--- src/rtl/comlink_pkg.sv ---
// Shared types and field layout for the com-link readout master.
package comlink_pkg;

  typedef enum logic [2:0] {
    S_IDLE,
    S_SETUP,
    S_STROBE,
    S_PUSH,
    S_GAP,
    S_FINISH
  } cl_state_e;

  // Slave DataOut layout: [15:0] payload, [21:16] read count, rest unused
  localparam int CL_DATA_LSB = 0;
  localparam int CL_DATA_W   = 16;
  localparam int CL_RCNT_LSB = 16;
  localparam int CL_RCNT_W   = 6;

  localparam logic [7:0] CL_NO_TARGET = 8'h00;

endpackage

--- src/rtl/comlink_strobe_timer.sv ---
// Strobe-length / ack-timeout counter. Counter holds 1 while loaded and
// counts up while the strobe is active, so it reads 1 in the first strobe cycle.
module comlink_strobe_timer #(
  parameter int RD_WAIT = 3,
  parameter int USE_ACK = 0,
  parameter int ACK_TMO = 15
) (
  input  logic clk,
  input  logic rst,
  input  logic i_load,
  input  logic i_ack,
  output logic o_capture,
  output logic o_timeout
);

  localparam logic [3:0] LP_WAIT = 4'(RD_WAIT);
  localparam logic [3:0] LP_TMO  = 4'(ACK_TMO);

  logic [3:0] r_cnt;

  // Wait counter: reload to 1 outside the strobe, count during it
  always_ff @(posedge clk or posedge rst) begin
    if (rst)         r_cnt <= 4'd1;
    else if (i_load) r_cnt <= 4'd1;
    else             r_cnt <= r_cnt + 4'd1;
  end

  // Capture/timeout decode; ack wins if it arrives on the timeout cycle
  always_comb begin
    o_capture = 1'b0;
    o_timeout = 1'b0;
    if (!i_load) begin
      if (USE_ACK != 0) begin
        o_capture = i_ack && (r_cnt >= 4'd1);
        o_timeout = !i_ack && (r_cnt == LP_TMO);
      end else begin
        o_capture = (r_cnt == LP_WAIT);
      end
    end
  end

endmodule

--- src/rtl/comlink_reader.sv ---
// Com-link readout bus master: strobes one slave per word, splits the
// captured word into payload/read-count and streams it downstream.
module comlink_reader
  import comlink_pkg::*;
#(
  parameter logic [7:0] TGT_AD  = 8'hC4,
  parameter int         BURST   = 32,
  parameter int         RD_WAIT = 3,
  parameter int         USE_ACK = 0,
  parameter int         ACK_TMO = 15
) (
  input  logic        clk,
  input  logic        rst,
  input  logic        start,
  input  logic        abort,
  output logic [7:0]  Address,
  output logic        Read,
  input  logic [31:0] DataIn,
  input  logic        ack,
  output logic [15:0] word_out,
  output logic [5:0]  cnt_out,
  output logic        word_valid,
  input  logic        word_ready,
  output logic        busy,
  output logic        done,
  output logic        timeout_err,
  output logic [7:0]  words_read
);

  cl_state_e r_state, w_next;

  logic                 w_load, w_capture, w_timeout;
  logic                 r_abort, r_done, r_tmo;
  logic [CL_DATA_W-1:0] r_word;
  logic [CL_RCNT_W-1:0] r_cnt;
  logic [7:0]           r_words;
  logic                 w_unused;

  assign w_unused = ^DataIn[31:22];
  assign w_load   = (r_state != S_STROBE);

  comlink_strobe_timer #(
    .RD_WAIT (RD_WAIT),
    .USE_ACK (USE_ACK),
    .ACK_TMO (ACK_TMO)
  ) u_timer (
    .clk       (clk),
    .rst       (rst),
    .i_load    (w_load),
    .i_ack     (ack),
    .o_capture (w_capture),
    .o_timeout (w_timeout)
  );

  // State register
  always_ff @(posedge clk or posedge rst) begin
    if (rst) r_state <= S_IDLE;
    else     r_state <= w_next;
  end

  // Next state and state-decoded bus/stream outputs
  always_comb begin
    w_next     = r_state;
    busy       = (r_state != S_IDLE);
    Address    = (r_state != S_IDLE) ? TGT_AD : CL_NO_TARGET;
    Read       = (r_state == S_STROBE);
    word_valid = (r_state == S_PUSH);
    case (r_state)
      S_IDLE:   if (start) w_next = S_SETUP;
      S_SETUP:  w_next = S_STROBE;
      S_STROBE: begin
        if (w_timeout)      w_next = S_FINISH;
        else if (w_capture) w_next = S_PUSH;
      end
      S_PUSH:   if (word_ready) w_next = S_GAP;
      S_GAP:    w_next = ((r_words == 8'(BURST)) || r_abort) ? S_FINISH : S_STROBE;
      S_FINISH: w_next = S_IDLE;
      default:  w_next = S_IDLE;
    endcase
  end

  // Datapath: capture, word count, abort latch, sticky timeout, done pulse
  always_ff @(posedge clk or posedge rst) begin
    if (rst) begin
      r_abort <= 1'b0;
      r_done  <= 1'b0;
      r_tmo   <= 1'b0;
      r_word  <= '0;
      r_cnt   <= '0;
      r_words <= '0;
    end else begin
      // registered so it rises on the same edge that busy falls
      r_done <= (r_state == S_FINISH);
      if (r_state == S_IDLE) begin
        r_abort <= start & abort;
        if (start) begin
          r_words <= '0;
          r_tmo   <= 1'b0;
        end
      end else if (abort) begin
        r_abort <= 1'b1;
      end
      if (r_state == S_STROBE) begin
        if (w_timeout) begin
          r_tmo <= 1'b1;
        end else if (w_capture) begin
          r_word <= DataIn[CL_DATA_LSB +: CL_DATA_W];
          r_cnt  <= DataIn[CL_RCNT_LSB +: CL_RCNT_W];
        end
      end
      if (r_state == S_PUSH && word_ready) r_words <= r_words + 8'd1;
    end
  end

  assign word_out    = r_word;
  assign cnt_out     = r_cnt;
  assign done        = r_done;
  assign timeout_err = r_tmo;
  assign words_read  = r_words;

endmodule

--- config.mk ---
export PLATFORM = sky130hd
export DESIGN_NAME = comlink_reader
export DESIGN_NICKNAME = d
export VERILOG_FILES = /design/src/rtl/comlink_pkg.sv /design/src/rtl/comlink_strobe_timer.sv /design/src/rtl/comlink_reader.sv
export SDC_FILE = /design/constraint.sdc
export NUM_CORES = 1
export LEC_CHECK = 0
export BUFFER_PORTS_ARGS = -buffer_cell sky130_fd_sc_hd__buf_4
export CORE_ASPECT_RATIO = 1.25
export CORE_MARGIN = 4
export CORE_UTILIZATION = 35
export CTS_BUF_LIST = sky130_fd_sc_hd__clkbuf_2
export CTS_CLUSTER_SIZE = 25
export DETAILED_ROUTE_END_ITERATION = 8
export PLACE_DENSITY_LB_ADDON = 0.25
export SLEW_MARGIN = 20
export SYNTH_ARGS = -nofsm -noshare
export SYNTH_HDL_FRONTEND = slang
export SYNTH_SLANG_ARGS = --single-unit
--- constraint.sdc ---
create_clock -name clk -period 3 [get_ports clk]
set_clock_uncertainty 0.05 [all_clocks]
set_input_delay 0.15 -clock clk [delete_from_list [all_inputs] [get_ports clk]]
set_output_delay 0.15 -clock clk [all_outputs]
set_load 0.01 [all_outputs]
==> run metrics <==
switching power=0.795 mW; crit path buf inv count=1; Pwr Density=868 mW/mm^2; height of the chip=90.3 um; fraction of the mapped netlist area in adder cells=1.98%; global-route wire length before repair=6820 um; share of cell area taken by muxes after synthesis=18.7%; setup bufs post-CTS=0; synthesis-to-finish area growth=42.0%; number of design-rule violations left by the first detailed-router iteration=75; EDFF count, synth=0; share of flip-flops with an asynchronous set or reset after synthesis=100%; delay of the slowest critical-path stage=0.56 ns; n_diodes=0; DR vias=1,422; average detailed-routed wire length per instance=14.1 um; ordered cell list for the critical path=or3_1, a21oi_1, nor2_1, dlygate4sd3_1; standard cell with the maximum stage delay on the critical path=sky130_fd_sc_hd__dfrtp_1; deepest level of the CTS H-tree=2; Vias per Instance=4.76; Top-Level Pins=81; area taken by flip-flops and latches=977 sq um; WP data required=3.26 ns; setup TNS=0 ns; capturing element type of the critical path=register; sort of element at the start of the critical path=register; die area=0.00666 sq mm; most common flop cell mapped by yosys=sky130_fd_sc_hd__dfrtp_1; TritonCTS clock tree=done; Rows=29; core footprint=0.00515 sq mm; maximum frequency from static timing analysis=509 MHz; DRC Markers=0; worst path arrival time=2.23 ns; start-to-end type of the worst setup path=reg -> reg; HPWL after detailed placement=2790 um; Maximum Capacitance Violations=0; largest fanout on the critical path=13; total routing resource utilization after global routing=13.3%; antenna violation net count after detailed routing=0; leakage dissipation=1.35 nW; XOR/XNOR share of the synthesized area=0.925%; Inserted Clock Buffers=5; Internal Power=1.54 mW; post-CTS clock slew at the launch and capture registers of the worst setup and hold paths=0.24 ns; most frequent standard cell in the layout excluding fill and tap cells=sky130_fd_sc_hd__buf_4; Initial Util=36.8%; Distinct cells, synth=43; maximum clock insertion buffer count=2; Post-Synthesis Cells=149; largest family of logic cells by synthesized area=multiplexers; router iterations before antenna repair=4; Final Wtd Congestion=0.709; count of state elements after synthesis=39; final-layout worst hold slack=0.198 ns; Multi-input gate area=802 sq um; kind of path behind the tightest hold check=in -> reg; total wire length after detailed routing=4220 um; proportion of total power due to net switching=34.1%; grt ovf=0; die width=73.8 um; Mapped Area=0.00189 sq mm; fraction of the yosys area taken by sequential cells=51.6%; syn_area_per_cell=12.7 sq um; Yosys warning count=0; clock share of power=14.1%; layout cells sized above 1=43.5%; share of the clock period used by the worst path=65.6%; FILL cells=478; Clock Latency Late Sink=0.40 ns; maximum number of pins on one net before global-route repair=23; Worst Max-Slew Pin Slew=0.787 ns; headroom to the max-slew limit=47.5%; via count of the first global-routing pass=1,379; minimum clock period=1.97 ns; final number of setup-violating endpoints=0; count of endpoints failing hold in the final timing report=0; combinational share of power=46.7%; root cell of the clock tree=sky130_fd_sc_hd__clkbuf_2; crit-path leading delay family=flip-flops; unrepaired setup endpoints after global routing=false; most frequent cells in the layout=64 x sky130_fd_sc_hd__buf_4, 38 x sky130_fd_sc_hd__dfrtp_1, 26 x sky130_fd_sc_hd__dlygate4sd3_1; area fraction in and, or, nand and nor cells after synthesis=14.5%; result of the run=complete, no violations; sequential share of power=39.2%; worst supply voltage drop on vdd=504 uV; number of antenna violations at the first check in global routing=0; Compound-Gate Fraction of Synth Area=5.02%; final count of pins violating max slew=0; IO Port Bufs=63; sinks on the clock net=39; Net count, final=277
## what timing repair did
action	in CTS	in global routing
endpoints found under the hold margin	42	1
gates resized for setup	0	0
hold buffers	25	1
## power groups by stage
stage	combinational (mW)	clock (mW)	sequential [mW]
floorplan	0.644	0	0.944
global placement	1.05	0	0.922
detailed placement	1.07	0	0.918
CTS	1.10	0.338	0.913
global route	1.17	0.363	0.950
finish	1.09	0.329	0.914
## cell usage after synthesis, types with 3 or more instances
master                    number  area share (%)
sky130_fd_sc_hd__a21oi_1       4             1.1
sky130_fd_sc_hd__buf_2         4             1.1
sky130_fd_sc_hd__buf_4         9             3.6
sky130_fd_sc_hd__dfrtp_1      38              50
sky130_fd_sc_hd__ha_1          3             2.0
sky130_fd_sc_hd__inv_1         5            0.99
sky130_fd_sc_hd__mux2_2        3             1.8
sky130_fd_sc_hd__mux2_4       20              16
sky130_fd_sc_hd__nand2_1       5            0.99
sky130_fd_sc_hd__nand3_1       5             1.3
sky130_fd_sc_hd__nor2_1        7             1.4
sky130_fd_sc_hd__nor3_1        6             1.6
sky130_fd_sc_hd__o21ai_0       4             1.1
## final cells by class
| class | count | area share [%] |
|---|---|---|
| well taps | 62 | 2.88 |
| repair buffers | 90 | 27.5 |
| clock buffers | 5 | 0.930 |
| clock inverters | 3 | 1.63 |
| inverters | 6 | 0.884 |
| multi-input cells | 94 | 29.8 |
| flip-flops and latches | 39 | 36.3 |
## worst min-delay path, stage by stage
cell and delay [ns]:
sky130_fd_sc_hd__buf_4 0.09, sky130_fd_sc_hd__and3_1 0.16, sky130_fd_sc_hd__nor3_1 0.04, sky130_fd_sc_hd__a31o_2 0.20
## final timing paths
| check | from | end | slack, ns | depth (start not counted) |
|---|---|---|---|---|
| setup / recovery | r_state[2] | r_abort | 1.03 | 4 |
| min in group asynchronous | rst | cnt_out[0] | 0.37 | 3 |
| hold / removal | word_ready | r_state[1] | 0.20 | 4 |
| setup reg to reg | r_state[2] | r_abort | 1.03 | 4 |
| hold reg to reg | u_timer.r_cnt[0] | u_timer.r_cnt[0] | 0.43 | 1 |
| max in group asynchronous | rst | word_out[3] | 1.74 | 4 |
## stage by stage
stage	cell area, sq um	instances	power [mW]	setup slack, ns	util (%)
2_1_floorplan	1910	154	1.59	1.36	-
3_3_place_gp	2360	265	1.97	1.11	45.8
3_5_place_dp	2360	265	1.98	1.11	45.8
4_1_cts	2680	298	2.35	1.03	52.0
5_1_grt	2690	299	2.48	0.944	52.2
6_report	2690	299	2.33	1.03	52.2
## per-layer routing
metal	track usage [%]	routed length, um
met1	16.2	1770
met2	21.2	2130
met3	3.90	186
met4	5.89	140
met5	0	0
## state kept, by name (all words and copies together), names as in the netlist
name and count:
r_abort 1, r_state 3, u_timer.r_cnt 4, word_out 16
done 1, words_read 8, cnt_out 6
## cells by family (layout without fill, tap and decap cells)
group	count (synthesis)	after routing
AND/OR/NAND/NOR	43	43
flip-flops	39	39
multiplexers	25	25
buffers and inverters	21	104
AO/OA/AOI/OAI	15	15
adder cells (fa/ha/maj)	3	3
XOR/XNOR	2	2
other	1	6
Power figures use the tool's default switching activity.
